## config.mk

```make
export PLATFORM = sky130hd
export DESIGN_NAME = fetch_unit_flat
export DESIGN_NICKNAME = d
export VERILOG_FILES = /design/src/rtl/fetch_unit_if.sv /design/src/rtl/fetch_unit.sv /design/src/flat_wrapper.sv
export SDC_FILE = /design/constraint.sdc
export NUM_CORES = 1
export LEC_CHECK = 0
export BUFFER_PORTS_ARGS = -buffer_cell sky130_fd_sc_hd__buf_2
export CORE_UTILIZATION = 58
export CTS_CLUSTER_DIAMETER = 60
export DETAILED_ROUTE_END_ITERATION = 8
export PLACE_DENSITY = 0.84
export SLEW_MARGIN = 10
export SYNTH_ARGS = -nofsm -noshare
export SYNTH_HDL_FRONTEND = slang
export SYNTH_SLANG_ARGS = --single-unit
```

## constraint.sdc

```tcl
create_clock -name clk -period 6.15 [get_ports clk]
set_clock_uncertainty 0.05 [all_clocks]
set_input_delay 0.3075 -clock clk [delete_from_list [all_inputs] [get_ports clk]]
set_output_delay 0.3075 -clock clk [all_outputs]
set_load 0.02 [all_outputs]
```

## src/rtl/fetch_unit_if.sv

```systemverilog
// Fetch-stage bus bundle: instruction-memory read port, redirect input and the
// {instr, pc} valid/ready handshake towards decode.
interface fetch_unit_if #(
    parameter int N  = 16,
    parameter int AW = 16
);
    logic          imem_req;
    logic [AW-1:0] imem_addr;
    logic          imem_valid;
    logic [N-1:0]  imem_rdata;
    logic          redirect_valid;
    logic [AW-1:0] redirect_pc;
    logic          if_valid;
    logic [N-1:0]  if_instr;
    logic [AW-1:0] if_pc;
    logic          id_ready;

    modport master (
        output imem_req, imem_addr, if_valid, if_instr, if_pc,
        input  imem_valid, imem_rdata, redirect_valid, redirect_pc, id_ready
    );

    modport slave (
        input  imem_req, imem_addr, if_valid, if_instr, if_pc,
        output imem_valid, imem_rdata, redirect_valid, redirect_pc, id_ready
    );
endinterface

```

## src/rtl/fetch_unit.sv

```systemverilog
// Instruction fetch: program counter, one outstanding imem read, prefetch FIFO
// feeding decode, and redirect flush with stale-response dropping.
module fetch_unit #(
    parameter int            N        = 16,
    parameter int            AW       = 16,
    parameter int            DEPTH    = 2,
    parameter logic [AW-1:0] RESET_PC = '0
) (
    input logic          clk,
    input logic          rst,
    fetch_unit_if.master bus
);
    localparam int             PW   = (DEPTH > 1) ? $clog2(DEPTH) : 1;
    localparam int             CW   = PW + 1;
    localparam logic [CW-1:0]  FULL = CW'(DEPTH);

    logic [AW-1:0] fetch_pc;
    logic [AW-1:0] req_pc;
    logic [PW-1:0] rd_ptr;
    logic [PW-1:0] wr_ptr;
    logic [CW-1:0] count;
    logic [CW-1:0] count_next;
    logic          outstanding;
    logic          drop;
    logic [N-1:0]  fifo_instr [DEPTH];
    logic [AW-1:0] fifo_pc    [DEPTH];

    logic head_vld;
    logic resp;
    logic push;
    logic pop;
    logic issue;

    // Issue looks at the post-push/pop occupancy so a 1-cycle memory streams back-to-back.
    always_comb begin
        head_vld   = ~rst & (count != '0);
        resp       = bus.imem_valid & outstanding;
        push       = resp & ~drop & ~bus.redirect_valid;
        pop        = head_vld & bus.id_ready & ~bus.redirect_valid;
        count_next = count + CW'(push) - CW'(pop);
        issue      = ~rst & ~bus.redirect_valid & (~outstanding | bus.imem_valid)
                     & (count_next < FULL);
    end

    assign bus.imem_req  = issue;
    assign bus.imem_addr = fetch_pc;
    assign bus.if_valid  = head_vld;
    assign bus.if_instr  = head_vld ? fifo_instr[rd_ptr] : '0;
    assign bus.if_pc     = head_vld ? fifo_pc[rd_ptr]    : '0;

    always_ff @(posedge clk) begin
        if (rst) begin
            fetch_pc    <= RESET_PC;
            rd_ptr      <= '0;
            wr_ptr      <= '0;
            count       <= '0;
            outstanding <= 1'b0;
            drop        <= 1'b0;
        end else if (bus.redirect_valid) begin
            fetch_pc <= bus.redirect_pc;
            rd_ptr   <= '0;
            wr_ptr   <= '0;
            count    <= '0;
            // A response still on its way belongs to the old path; remember to discard it.
            if (outstanding & ~bus.imem_valid) begin
                drop        <= 1'b1;
                outstanding <= 1'b1;
            end else begin
                drop        <= 1'b0;
                outstanding <= 1'b0;
            end
        end else begin
            if (push) wr_ptr <= wr_ptr + 1'b1;
            if (pop)  rd_ptr <= rd_ptr + 1'b1;
            count <= count_next;
            if (resp) drop <= 1'b0;
            if (issue) begin
                fetch_pc    <= fetch_pc + 1'b1;
                outstanding <= 1'b1;
            end else if (resp) begin
                outstanding <= 1'b0;
            end
        end
    end

    always_ff @(posedge clk) begin
        if (issue) req_pc <= fetch_pc;
        if (push) begin
            fifo_instr[wr_ptr] <= bus.imem_rdata;
            fifo_pc[wr_ptr]    <= req_pc;
        end
    end
endmodule

```

## src/flat_wrapper.sv

```systemverilog
// flat-port wrapper written by rule: the top's interface ports become plain ports
module fetch_unit_flat 
#(
    parameter int            N        = 16,
    parameter int            AW       = 16,
    parameter int            DEPTH    = 2,
    parameter logic [AW-1:0] RESET_PC = '0
)
  (clk, rst, bus_imem_req, bus_imem_addr, bus_if_valid, bus_if_instr, bus_if_pc, bus_imem_valid, bus_imem_rdata, bus_redirect_valid, bus_redirect_pc, bus_id_ready);
  fetch_unit_if #(.N(N), .AW(AW)) bus_i ();
  input logic clk;
  input logic rst;
  output wire logic [$bits(bus_i.imem_req)-1:0] bus_imem_req;
  output wire logic [$bits(bus_i.imem_addr)-1:0] bus_imem_addr;
  output wire logic [$bits(bus_i.if_valid)-1:0] bus_if_valid;
  output wire logic [$bits(bus_i.if_instr)-1:0] bus_if_instr;
  output wire logic [$bits(bus_i.if_pc)-1:0] bus_if_pc;
  input wire logic [$bits(bus_i.imem_valid)-1:0] bus_imem_valid;
  input wire logic [$bits(bus_i.imem_rdata)-1:0] bus_imem_rdata;
  input wire logic [$bits(bus_i.redirect_valid)-1:0] bus_redirect_valid;
  input wire logic [$bits(bus_i.redirect_pc)-1:0] bus_redirect_pc;
  input wire logic [$bits(bus_i.id_ready)-1:0] bus_id_ready;
  assign bus_imem_req = bus_i.imem_req;
  assign bus_imem_addr = bus_i.imem_addr;
  assign bus_if_valid = bus_i.if_valid;
  assign bus_if_instr = bus_i.if_instr;
  assign bus_if_pc = bus_i.if_pc;
  assign bus_i.imem_valid = bus_imem_valid;
  assign bus_i.imem_rdata = bus_imem_rdata;
  assign bus_i.redirect_valid = bus_redirect_valid;
  assign bus_i.redirect_pc = bus_redirect_pc;
  assign bus_i.id_ready = bus_id_ready;
  fetch_unit #(.N(N), .AW(AW), .DEPTH(DEPTH), .RESET_PC(RESET_PC)) u_core (.clk(clk), .rst(rst), .bus(bus_i));
endmodule
```

# Word-level counts from Yosys, hierarchy flattened
# Memories as Yosys holds them, arrays and structs flattened. A register that Yosys moved wholly into a read port is not among the register bits.
# Index checks and enable logic that the tools add are counted.
# op_classes
n_shift	0
order_cmp	1
muxes	15
div_mod_pow	0
addsub	5
bitwise	16
eq_ne	0
mul	0
n_reduce_logical	5
# op_table
operator	n
two-way mux 16 bit	4
adder 16 x 1 -> 16 bit (second input constant)	1
two-way mux 1 bit	11
bitwise AND 1 bit	10
nonzero test 2 bit	3
NOT 1 bit	5
nonzero test 3 bit	1
adder 1 bit (second input constant)	2
adder 2 x 1 -> 2 bit	1
< comparator 2 bit (second input constant)	1
OR reduction 2 bit	1
subtractor 2 x 1 -> 2 bit	1
OR 1 bit	1
# word_totals
n_memories	2
ff_bits	38
inputBits	37
ramBits	64
elab_cells	51
out_inout_bits	50
romBits	0
latchBits	0
# memory_table
memory	depth	width	read_ports	rd_ports_with_merged_regs	write_ports	line_no	text
u_core.fifo_instr	2	16	1	1	1	fetch_unit.sv:25	logic [N-1:0] fifo_instr [DEPTH];
u_core.fifo_pc	2	16	1	1	1	fetch_unit.sv:26	logic [AW-1:0] fifo_pc [DEPTH];

# Logic depth before layout (Yosys ltp)
# logic_depth
word_depth	9
mapped_depth	12
ltp_nobuf	10

# Worst setup path after synthesis
# No wires, ideal clock.
# synth_timing
path_type	input to register
from	input port bus_redirect_valid
to	register u_core.req_pc[0], enable pin
setup_ns	0.428
n_path_buf	3
setup_slack_ns	1.967
stages	11
arrival_time_ns	3.705
required_time_ns	5.672
path_cell_list	clkbuf_1 clkinv_1 clkbuf_1 and3_1 ha_1 inv_1 ha_1 xnor3_2 buf_6 nand2_1 nor3_1
# synth_via
elab_cells_between_ends	9
classes_between	add/sub: 2; order compare: 1; bitwise: 6
# synth_rtl
item	line_no	text
start: declaration	flat_wrapper.sv:20	input wire logic [$bits(bus_i.redirect_valid)-1:0] bus_redirect_valid;
NOT 1 bit	fetch_unit.sv:39	pop = head_vld & bus.id_ready & ~bus.redirect_valid;
bitwise AND 1 bit	fetch_unit.sv:39	
net u_core.pop	fetch_unit.sv:31	logic pop;
subtractor 2 x 1 -> 2 bit	fetch_unit.sv:40	count_next = count + CW'(push) - CW'(pop);
< comparator 2 bit	fetch_unit.sv:42	& (count_next < FULL);
bitwise AND 1 bit	fetch_unit.sv:42	
net bus_imem_req	flat_wrapper.sv:13	output wire logic [$bits(bus_i.imem_req)-1:0] bus_imem_req;
end signal: assignment	fetch_unit.sv:87	if (issue) req_pc <= fetch_pc;
end: declaration	fetch_unit.sv:18	logic [AW-1:0] req_pc;
# The timed path passes the listed nets, and every way through them passes these cells.
# A chain may end at the register's enable or synchronous reset.

# Worst setup path after layout
# layout_timing
from	input port bus_redirect_valid
to	output port bus_imem_req
# layout_via
elab_cells_between_ends	9
classes_between	add/sub: 2; order compare: 1; bitwise: 6
# layout_rtl
item	line_no
NOT 1 bit	fetch_unit.sv:39
bitwise AND 1 bit	fetch_unit.sv:39
net u_core.pop	fetch_unit.sv:31
subtractor 2 x 1 -> 2 bit	fetch_unit.sv:40
< comparator 2 bit	fetch_unit.sv:42
bitwise AND 1 bit	fetch_unit.sv:42
end: declaration	flat_wrapper.sv:13
# The timed path passes the listed nets, and every way through them passes these cells.

==> flow_summary.json <==
{
  "synth_cell_type_count": 35,
  "pin_count": 87,
  "maxCapViolations": 0,
  "worst_slew_pin_slew_ns": 1.00,
  "multi_input_area_mm2": 0.00114,
  "ir_worst_vdd_mv": 0.137,
  "hpwl_um": 4800,
  "crit_start": "bus_redirect_valid",
  "viasPerCell": 5.36,
  "hp-class": "in -> reg",
  "rows": 30,
  "initial_core_util_pct": 60.1,
  "ant_nets": 0,
  "layout-drive-gt1-share_pct": 29.4,
  "finalHoldViolCount": 0,
  "synth_area_per_cell_um2": 14.0,
  "clock.fmax_mhz": 268,
  "r2r_slack_ns": 3.10,
  "rsz0062_at_grt": "false",
  "first_iter_violations": 210,
  "vias": 2555,
  "synth.area.top_cells": "edfxtp_1 (59%), dfxtp_1 (11%), mux2i_1 (7.8%)",
  "remaining_drc_errors": 0,
  "routed_wl_um": 7360,
  "cts_inserted_buffers": 9,
  "layout.nets": 416,
  "cts.clk_slew.worst_paths_ns": 0.10,
  "routedWlPerCell_um": 15.4,
  "comb_power_share_pct": 5.9,
  "clk_latency_ns": 0.35,
  "p_leak_nw": 1.77,
  "die_area_mm2": 0.00738,
  "cts_sinks": 103,
  "regArea_mm2": 0.00286,
  "critPathKind": "in -> out",
  "slew-limit-headroom_pct": 33.3,
  "power_switching_mw": 0.291,
  "period_share_pct": 60.7,
  "antenna_found_initial": 0,
  "p_int_mw": 0.949,
  "grt_usage_pct": 21.4,
  "setup_viol": 0,
  "slowest_delay_ns": 0.71,
  "io_buffer_count": 86,
  "grt_pass1_vias": 2438,
  "status": "finished clean",
  "nFillCells": 467,
  "final_cell_mix": "buf_2 (86), edfxtp_1 (80), nor2_1 (49)",
  "final_area_mm2": 0.00479,
  "syn-instance-count": 291,
  "synth_nets": 331,
  "grt_start_max_net_pins": 36,
  "placed_cell_area_mm2": 0.00461,
  "setup.worst_path.start_class": "primary input",
  "area_growth_syn_to_layout_pct": 17.3,
  "firstDrtPassIters": 4,
  "grt_pass1_wl_um": 11800,
  "grt-ovfl-total": 0,
  "cts-hold-fix-buffers": 0,
  "die_y_um": 85.9,
  "place_congestion": 0.841,
  "netlist_area_mm2": 0.00408,
  "antennaDiodeCount": 0,
  "fin_setup_tns_ns": 0,
  "hold_start": "bus_imem_rdata[11]",
  "postCtsResizedCells": 0,
  "clockPowerShare_pct": 30.7,
  "switching_share_pct": 23.4,
  "arrival_ns": 3.37,
  "cp_cell_sequence": "buf_2 > clkinv_1 > and3_1 > ha_1 > inv_1 > ha_1 > xnor3_2 > nand2_1 > nor3_2 > buf_4 > buf_2",
  "ys_seq_area_share_pct": 70.1,
  "critical_path.max_fanout": 35,
  "htree_levels": 3,
  "pwr-share-seq_pct": 63.4,
  "p_total_mw": 1.24,
  "root_buffer": "clkbuf_8",
  "fin_crit_ns": 3.73,
  "endpoint_kind": "output port",
  "clk_path_buf_depth": 2,
  "slew_viol_final": 0,
  "p_per_area_mw_per_mm2": 259,
  "synth.top_cell.area_share_pct": 58.8,
  "ys_warn_count": 0,
  "die_x_um": 85.9,
  "cts_setup_buffers": 0,
  "synth-seq-cells": 103,
  "worstReg2RegStart": "u_core.count[1]$_SDFF_PP0_",
  "layout_commonest_cell": "buf_2",
  "synth_top_area_cell": "edfxtp_1",
  "core_area_mm2": 0.00679,
  "crit_slowest_cell": "clkinv_1",
  "cp.required_ns": 5.79,
  "cts_tree": "yes"
}
-- power groups by stage --
stage / sequential (mW) / clock (mW) / combinational, mW
after floorplan: 0.807 / 0 / 0.0334
final: 0.786 / 0.381 / 0.0728
after global placement: 0.800 / 0 / 0.0705
after CTS: 0.786 / 0.389 / 0.0727
after detailed placement: 0.802 / 0 / 0.0723
after global routing: 0.790 / 0.416 / 0.0793
-- metrics by stage --
step | hold WS, ns | setup slack [ns] | instances | utilization [%]
6_report | 0.0826 | 2.42 | 477 | 70.5
4_1_cts | 0.0668 | 2.45 | 477 | 70.5
3_5_place_dp | 0.381 | 2.45 | 461 | 67.9
5_1_grt | 0.0566 | 2.20 | 477 | 70.5
2_1_floorplan | 0.356 | 1.97 | 291 | -
3_3_place_gp | 0.373 | 2.53 | 461 | 67.9
-- worst max-delay path, delay by kind of cell --
kind,cells,cell delay [ns]
buf+inv,5,1.44
xor+xnor,1,0.40
simple gates,3,0.77
fa+ha+maj,2,0.45
-- state kept, by name (all words and copies together), names as in the netlist, named ones only --
register	cells
u_core.rd_ptr	1
u_core.outstanding	1
u_core.wr_ptr	1
u_core.fifo_instr	32
u_core.count	2
u_core.fifo_pc	32
u_core.drop	1
u_core.req_pc	16
u_core.bus.imem_addr	16
-- cells by family after synthesis --
| group | synth area share (%) |
|---|---|
| and+or+nand+nor | 11.6 |
| buffers and inverters | 2.24 |
| adders and majority gates | 0.919 |
| AOI/OAI and AO/OA | 4.81 |
| muxes | 7.84 |
| xor gates and xnor gates | 2.51 |
| DFF | 70.1 |
-- synthesized netlist by cell type --
| cell | number |
|---|---|
| mux2i_1 | 32 |
| dfxtp_1 | 23 |
| nand4b_4 | 1 |
| nand2b_1 | 1 |
| nor3b_1 | 1 |
| buf_6 | 1 |
| o21ai_0 | 9 |
| ha_1 | 3 |
| o31ai_1 | 1 |
| or3_1 | 7 |
| nand4b_1 | 1 |
| nand2_1 | 6 |
| nor3_1 | 7 |
| clkbuf_1 | 14 |
| nor4_1 | 1 |
| a311oi_1 | 9 |
| a211oi_1 | 7 |
| nor2_1 | 49 |
| o21bai_1 | 1 |
| clkinv_1 | 1 |
| and2_1 | 3 |
| nand3_1 | 5 |
| xor2_1 | 7 |
| xnor2_1 | 2 |
| edfxtp_1 | 80 |
| xnor3_2 | 1 |
| and3_1 | 2 |
| nand4_4 | 1 |
| nand4_1 | 4 |
| and4_1 | 2 |
| or4_1 | 1 |
| a21oi_1 | 1 |
| inv_1 | 5 |
| nand3b_1 | 1 |
| buf_2 | 1 |
-- cell type report --
type / instances / area share (%)
Clock buffer: 9 / 2.59
Multi-Input combinational cell: 166 / 23.9
Sequential cell: 103 / 59.8
Tap cell: 96 / 2.51
Clock inverter: 7 / 1.12
Timing Repair Buffer: 90 / 9.61
Inverter: 6 / 0.470
-- routing by layer --
metal	vias up	global-route usage, %	share of wire (%)
met3	7	4.72	6.8
met1	1200	28.3	43
met5	-	0	0
met4	0	9.09	1.2
met2	98	34.5	49
li1	1250	-	-
-- worst paths after layout --
| check | endpoint | cells after the start |
|---|---|---|
| setup / recovery | bus_imem_req | 11 |
| hold / removal | u_core.fifo_instr[0][11]$_DFFE_PP_ | 1 |
| setup reg to reg | u_core.bus.imem_addr[15]$_SDFFE_PP0P_ | 11 |
| hold reg to reg | u_core.fifo_pc[0][2]$_DFFE_PP_ | 0 |
(Power assumes the default switching activity.)
